[config.mk]
export PLATFORM = sky130hd
export DESIGN_NAME = rsa_job_arbiter
export DESIGN_NICKNAME = d
export VERILOG_FILES = /design/src/rtl/rsa_job_arbiter.sv
export SDC_FILE = /design/constraint.sdc
export NUM_CORES = 1
export LEC_CHECK = 0
export CORE_ASPECT_RATIO = 1.1
export CORE_MARGIN = 3
export CORE_UTILIZATION = 41
export DETAILED_ROUTE_END_ITERATION = 10
export PLACE_DENSITY = 0.84
export SKIP_LAST_GASP = 1
export SYNTH_ARGS = -nofsm -noshare
export SYNTH_HDL_FRONTEND = slang
export SYNTH_SLANG_ARGS = --single-unit
[constraint.sdc]
create_clock -name clk -period 2.2 [get_ports clk]
set_clock_uncertainty 0.15 [all_clocks]
set_input_delay 0.33 -clock clk [delete_from_list [all_inputs] [get_ports clk]]
set_output_delay 0.33 -clock clk [all_outputs]
set_load 0.005 [all_outputs]
[src/rtl/rsa_job_arbiter.sv]
// Round-robin front end for a single shared modular-exponentiation engine:
// arbitrates requesters, captures operands, sequences the engine and returns results.
module rsa_job_arbiter #(
   parameter int NUM_REQ = 4,
   parameter int ID_W    = 2,
   parameter int BASE_W  = 6,
   parameter int EXPO_W  = 6,
   parameter int N_W     = 6,
   parameter int TIMEOUT = 72
) (
   input  logic                        clk,
   input  logic                        rst_n,
   input  logic [NUM_REQ-1:0]          req,
   input  logic [NUM_REQ*BASE_W-1:0]   req_base,
   input  logic [NUM_REQ*EXPO_W-1:0]   req_expo,
   input  logic [NUM_REQ*N_W-1:0]      req_n,
   output logic [NUM_REQ-1:0]          gnt,
   output logic                        rsp_valid,
   input  logic                        rsp_ready,
   output logic [ID_W-1:0]             rsp_id,
   output logic [N_W-1:0]              rsp_result,
   output logic                        rsp_err,
   output logic                        busy,
   output logic                        eng_start,
   output logic [BASE_W-1:0]           eng_base,
   output logic [EXPO_W-1:0]           eng_expo,
   output logic [N_W-1:0]              eng_n,
   input  logic [N_W-1:0]              eng_result,
   input  logic                        eng_valid
);

   localparam int TMR_W = $clog2(TIMEOUT) + 1;
   localparam logic [1:0] S_IDLE  = 2'd0;
   localparam logic [1:0] S_START = 2'd1;
   localparam logic [1:0] S_RUN   = 2'd2;
   localparam logic [1:0] S_RESP  = 2'd3;
   localparam logic [TMR_W-1:0] TMR_LAST = TMR_W'(TIMEOUT - 1);
   localparam logic [ID_W-1:0]  PTR_INIT = ID_W'(NUM_REQ - 1);

   logic [1:0]          state_q, state_d;
   logic [ID_W-1:0]     ptr_q, ptr_d;
   logic [TMR_W-1:0]    timer_q, timer_d;
   logic [NUM_REQ-1:0]  gnt_q, gnt_d;
   logic                rsp_valid_q, rsp_valid_d;
   logic                rsp_err_q, rsp_err_d;
   logic [ID_W-1:0]     rsp_id_q, rsp_id_d;
   logic [N_W-1:0]      rsp_result_q, rsp_result_d;
   logic                busy_q, busy_d;
   logic                eng_start_q, eng_start_d;
   logic [BASE_W-1:0]   eng_base_q, eng_base_d;
   logic [EXPO_W-1:0]   eng_expo_q, eng_expo_d;
   logic [N_W-1:0]      eng_n_q, eng_n_d;

   logic                win_found;
   logic [ID_W-1:0]     win_idx;

   // Search starts just after the last winner, so the last winner has lowest priority.
   always_comb begin
      int idx;
      win_found = 1'b0;
      win_idx   = '0;
      idx       = 0;
      for (int k = 1; k <= NUM_REQ; k++) begin
         idx = (int'(ptr_q) + k) % NUM_REQ;
         if (!win_found && req[idx[ID_W-1:0]]) begin
            win_found = 1'b1;
            win_idx   = idx[ID_W-1:0];
         end
      end
   end

   always_comb begin
      state_d      = state_q;
      ptr_d        = ptr_q;
      timer_d      = timer_q;
      gnt_d        = '0;
      rsp_valid_d  = rsp_valid_q;
      rsp_err_d    = rsp_err_q;
      rsp_id_d     = rsp_id_q;
      rsp_result_d = rsp_result_q;
      eng_start_d  = eng_start_q;
      eng_base_d   = eng_base_q;
      eng_expo_d   = eng_expo_q;
      eng_n_d      = eng_n_q;
      case (state_q)
         S_IDLE: begin
            eng_start_d = 1'b1;
            if (win_found) begin
               eng_base_d      = req_base[int'(win_idx)*BASE_W +: BASE_W];
               eng_expo_d      = req_expo[int'(win_idx)*EXPO_W +: EXPO_W];
               eng_n_d         = req_n[int'(win_idx)*N_W +: N_W];
               rsp_id_d        = win_idx;
               ptr_d           = win_idx;
               gnt_d[win_idx]  = 1'b1;
               state_d         = S_START;
            end
         end
         S_START: begin
            timer_d     = '0;
            eng_start_d = 1'b0;
            state_d     = S_RUN;
         end
         S_RUN: begin
            // A valid on the watchdog's last cycle still counts as a normal completion.
            if (eng_valid) begin
               rsp_result_d = eng_result;
               rsp_err_d    = 1'b0;
               rsp_valid_d  = 1'b1;
               eng_start_d  = 1'b1;
               state_d      = S_RESP;
            end else if (timer_q == TMR_LAST) begin
               rsp_result_d = '0;
               rsp_err_d    = 1'b1;
               rsp_valid_d  = 1'b1;
               eng_start_d  = 1'b1;
               state_d      = S_RESP;
            end else begin
               timer_d = timer_q + 1'b1;
            end
         end
         default: begin
            if (rsp_ready) begin
               rsp_valid_d = 1'b0;
               state_d     = S_IDLE;
            end
         end
      endcase
      busy_d = (state_d != S_IDLE);
   end

   always_ff @(posedge clk or negedge rst_n) begin
      if (!rst_n) begin
         state_q      <= S_IDLE;
         ptr_q        <= PTR_INIT;
         timer_q      <= '0;
         gnt_q        <= '0;
         rsp_valid_q  <= 1'b0;
         rsp_err_q    <= 1'b0;
         rsp_id_q     <= '0;
         rsp_result_q <= '0;
         busy_q       <= 1'b0;
         eng_start_q  <= 1'b1;
         eng_base_q   <= '0;
         eng_expo_q   <= '0;
         eng_n_q      <= '0;
      end else begin
         state_q      <= state_d;
         ptr_q        <= ptr_d;
         timer_q      <= timer_d;
         gnt_q        <= gnt_d;
         rsp_valid_q  <= rsp_valid_d;
         rsp_err_q    <= rsp_err_d;
         rsp_id_q     <= rsp_id_d;
         rsp_result_q <= rsp_result_d;
         busy_q       <= busy_d;
         eng_start_q  <= eng_start_d;
         eng_base_q   <= eng_base_d;
         eng_expo_q   <= eng_expo_d;
         eng_n_q      <= eng_n_d;
      end
   end

   assign gnt        = gnt_q;
   assign rsp_valid  = rsp_valid_q;
   assign rsp_err    = rsp_err_q;
   assign rsp_id     = rsp_id_q;
   assign rsp_result = rsp_result_q;
   assign busy       = busy_q;
   assign eng_start  = eng_start_q;
   assign eng_base   = eng_base_q;
   assign eng_expo   = eng_expo_q;
   assign eng_n      = eng_n_q;

endmodule

==> results of run 1 <==
[power by group]
part | total, uW | leakage [uW] | switching (uW) | internal [uW]
combinational | 2340 | 0.00112 | 993 | 1350
clock | 645 | 0.0000585 | 274 | 370
sequential | 1420 | 0.000578 | 209 | 1210
[flip-flops by register name (all words and copies together), names as in the netlist, 2 cells and up]
name	count
rsp_id	2
timer_q	8
rsp_result	6
state_q	2
eng_n	6
eng_expo	6
ptr_q	2
gnt	4
eng_base	6
[cells in the mapped netlist (2+ instances only)]
cell type	instances
nand2_1	30
or3_1	3
nand3_1	2
dfrtp_1	43
nand2b_1	2
mux2i_1	37
nor2_1	19
o21ai_0	4
a21oi_1	6
nor2b_1	5
ha_1	5
dfstp_2	3
xor2_1	6
buf_2	2
buf_12	3
nand4_1	2
clkbuf_1	6
o221ai_1	18
a22o_1	6
inv_1	4
[metrics by stage]
stage	std cells	setup slack [ps]
after floorplan	225	324.8
after global placement	419	2.922
after detailed placement	419	-42.93
after global routing	428	148.1
final	428	213.8
after CTS	428	187.1
[final timing paths]
kind                                   from             to  slack, ps  cells past startpoint
worst min register to register  eng_base[4]    eng_base[4]        340                      2
worst max register to register     ptr_q[0]    eng_expo[3]        210                      6
max in group asynchronous             rst_n       ptr_q[0]        890                      3
min in group asynchronous             rst_n  rsp_result[4]        410                      2
worst max-delay path               ptr_q[0]    eng_expo[3]        210                      6
worst min-delay path            eng_base[4]    eng_base[4]        340                      2
[cell type report]
class | count | area (sq um) | share of cell area (%)
repair buffers | 132 | 1349 | 34.54
multi-input cells | 163 | 1176 | 30.12
flip-flops and latches | 46 | 1155 | 29.57
well taps | 75 | 93.84 | 2.403
clock buffers | 7 | 86.33 | 2.211
clock inverters | 1 | 30.03 | 0.7690
inverters | 4 | 15.01 | 0.3845
[logic make-up (layout without fill, tap and decap cells)]
group,after synthesis,count (layout),share of synthesized area (%)
DFF,46,46,47.07
adders and majority gates,5,5,2.550
buffers and inverters,16,144,4.997
and+or+nand+nor,68,68,12.44
xor gates and xnor gates,6,6,2.142
muxes,37,37,15.09
AOI/OAI and AO/OA,47,47,15.71
[layer usage]
metal | share of wire, % | vias to the layer above | wire length (microns)
met5 | 0 | - | 0
met4 | 1.4 | 0 | 99
met3 | 8.9 | 7 | 629
met2 | 49 | 98 | 3451
met1 | 41 | 1089 | 2898
li1 | - | 1075 | -
[timing repair]
action,CTS,global route
endpoints found under the hold margin,23,0
hold buffers,1,0
setup endpoints to repair,0,0
[critical path: cells and delay by family, from the launching register on]
family / cells / cell delay [ps]
simple gates: 1 / 140
mux: 1 / 250
flops: 1 / 570
buf+inv: 1 / 160
compound gates: 3 / 590
==> metrics.txt, run 1 <==
post-synthesis instance total=225; initial antenna violation count=0; mapped cell area=0.002454 sq mm; main area contributors after synthesis=dfrtp_1, mux2i_1, o221ai_1; Die Footprint=0.006950 sq mm; Synth Flop Type=dfrtp_1; via count of the first global-routing pass=2275; time the worst path needs with I/O delays and setup=1986 ps; placed instance area=0.003779 sq mm; most frequent standard cell in the layout excluding fill and tap cells=clkdlybuf4s50_1; Remaining Overflow, GRT=0; kind of start point of the critical path=flip-flop; row count=28; RD Place Congestion=0.7996; number of buffers inserted during clock tree synthesis=5; unique cell type count in the Yosys netlist=39; total core area=0.005570 sq mm; yosys synthesis warning count=0; Power per Cell Area=1128 mW/mm^2; global-route wire length before repair=10.87 mm; library cell contributing the largest single delay on the critical path=dfstp_2; count of endpoints failing hold in the final timing report=0; end-of-flow core utilization=70.10%; nets@finish=443; CTS tree=built; path class of the lowest-slack min-delay path=reg -> reg; sequential area share after synthesis=47.07%; DRC violation count after routing=0; number of filler cells placed in the layout=438; maximum number of pins on one net before global-route repair=25; worst path cell trace=nand2b_1, a21boi_4, o221a_4, buf_12, mux2i_1, o221ai_1; max-slew violations=0; cell type contributing the most total cell area after synthesis=dfrtp_1; worst endpoint required time=2220 ps; total non-filler cell area in the finished layout=0.003905 sq mm; delay of the slowest critical-path stage=570 ps; worst-path fanout max=13; Vias=2269; latest clock arrival within the worst-skew pair=300 ps; total power after layout=4403 uW; Max-slew headroom=61.91%; overall die width=79.76 microns; top library cells by usage in the layout, fill and taps aside=clkdlybuf4s50_1, dfrtp_1, mux2i_1; total wire length=7.079 mm; peak-usage layer in the global routing report=met2; Worst EP arrival=2000 ps; number of violations reported at the end of detailed-routing iteration 0=69; number of maximum-capacitance constraint violations=0; post-route setup TNS=0 ps; Bufs on Longest Clock Path=2; Post-DRT Antenna Nets=0; category of the critical setup timing path=reg -> reg; register clock-pin slew on the reported worst setup and hold paths=80 ps; Slew @ Worst Pin=571.3 ps; number of nets produced by synthesis=316; top-level I/O count=120; fraction of registers with async set/reset=100.0%; clock root buffer=clkbuf_8; area fraction of the dominant cell type after synthesis=43.86%; Detail Placement HPWL=5.472 mm; share of cells above drive strength 1=7.649%; routed length per placed instance=16.54 microns; nature of the critical path endpoint=flip-flop; diode count=0; number of clock sinks seen by CTS=46; GRT met2 Usage=35.23%; Yosys reg bits=46; final clock period utilization by the worst path=90.28%; count of final setup violators=0; reported leakage power=0.001755 uW; Area growth, synth to finish=59.15%; EDFF count, synth=0; setup repair after global routing missed its margin=false; final-layout worst hold slack=339.4 ps; largest vdd supply drop=0.7534 mV; Max H-tree Level=2; Via density=5.301; GR Util All Layers=20.21%; post_cts resized=0; Post-CTS Setup Bufs=0; starting density of the core=44.05%; upper clock frequency limit=503.5 MHz; DR pass1 iterations=4; routing usage on met3=6.108%; status=complete, no violations; Avg Synthesized Cell Area=10.90 sq um; port buffer count=119; die outline height=87.14 microns; met1 track demand over resource=24.37%
(Power assumes the default switching activity.)
==> run 2, diff against run 1 <==
- SLEW_MARGIN: default -> 25
==> results of run 2 <==
The final DEF is identical to that of run 1; final timing and power are the same.
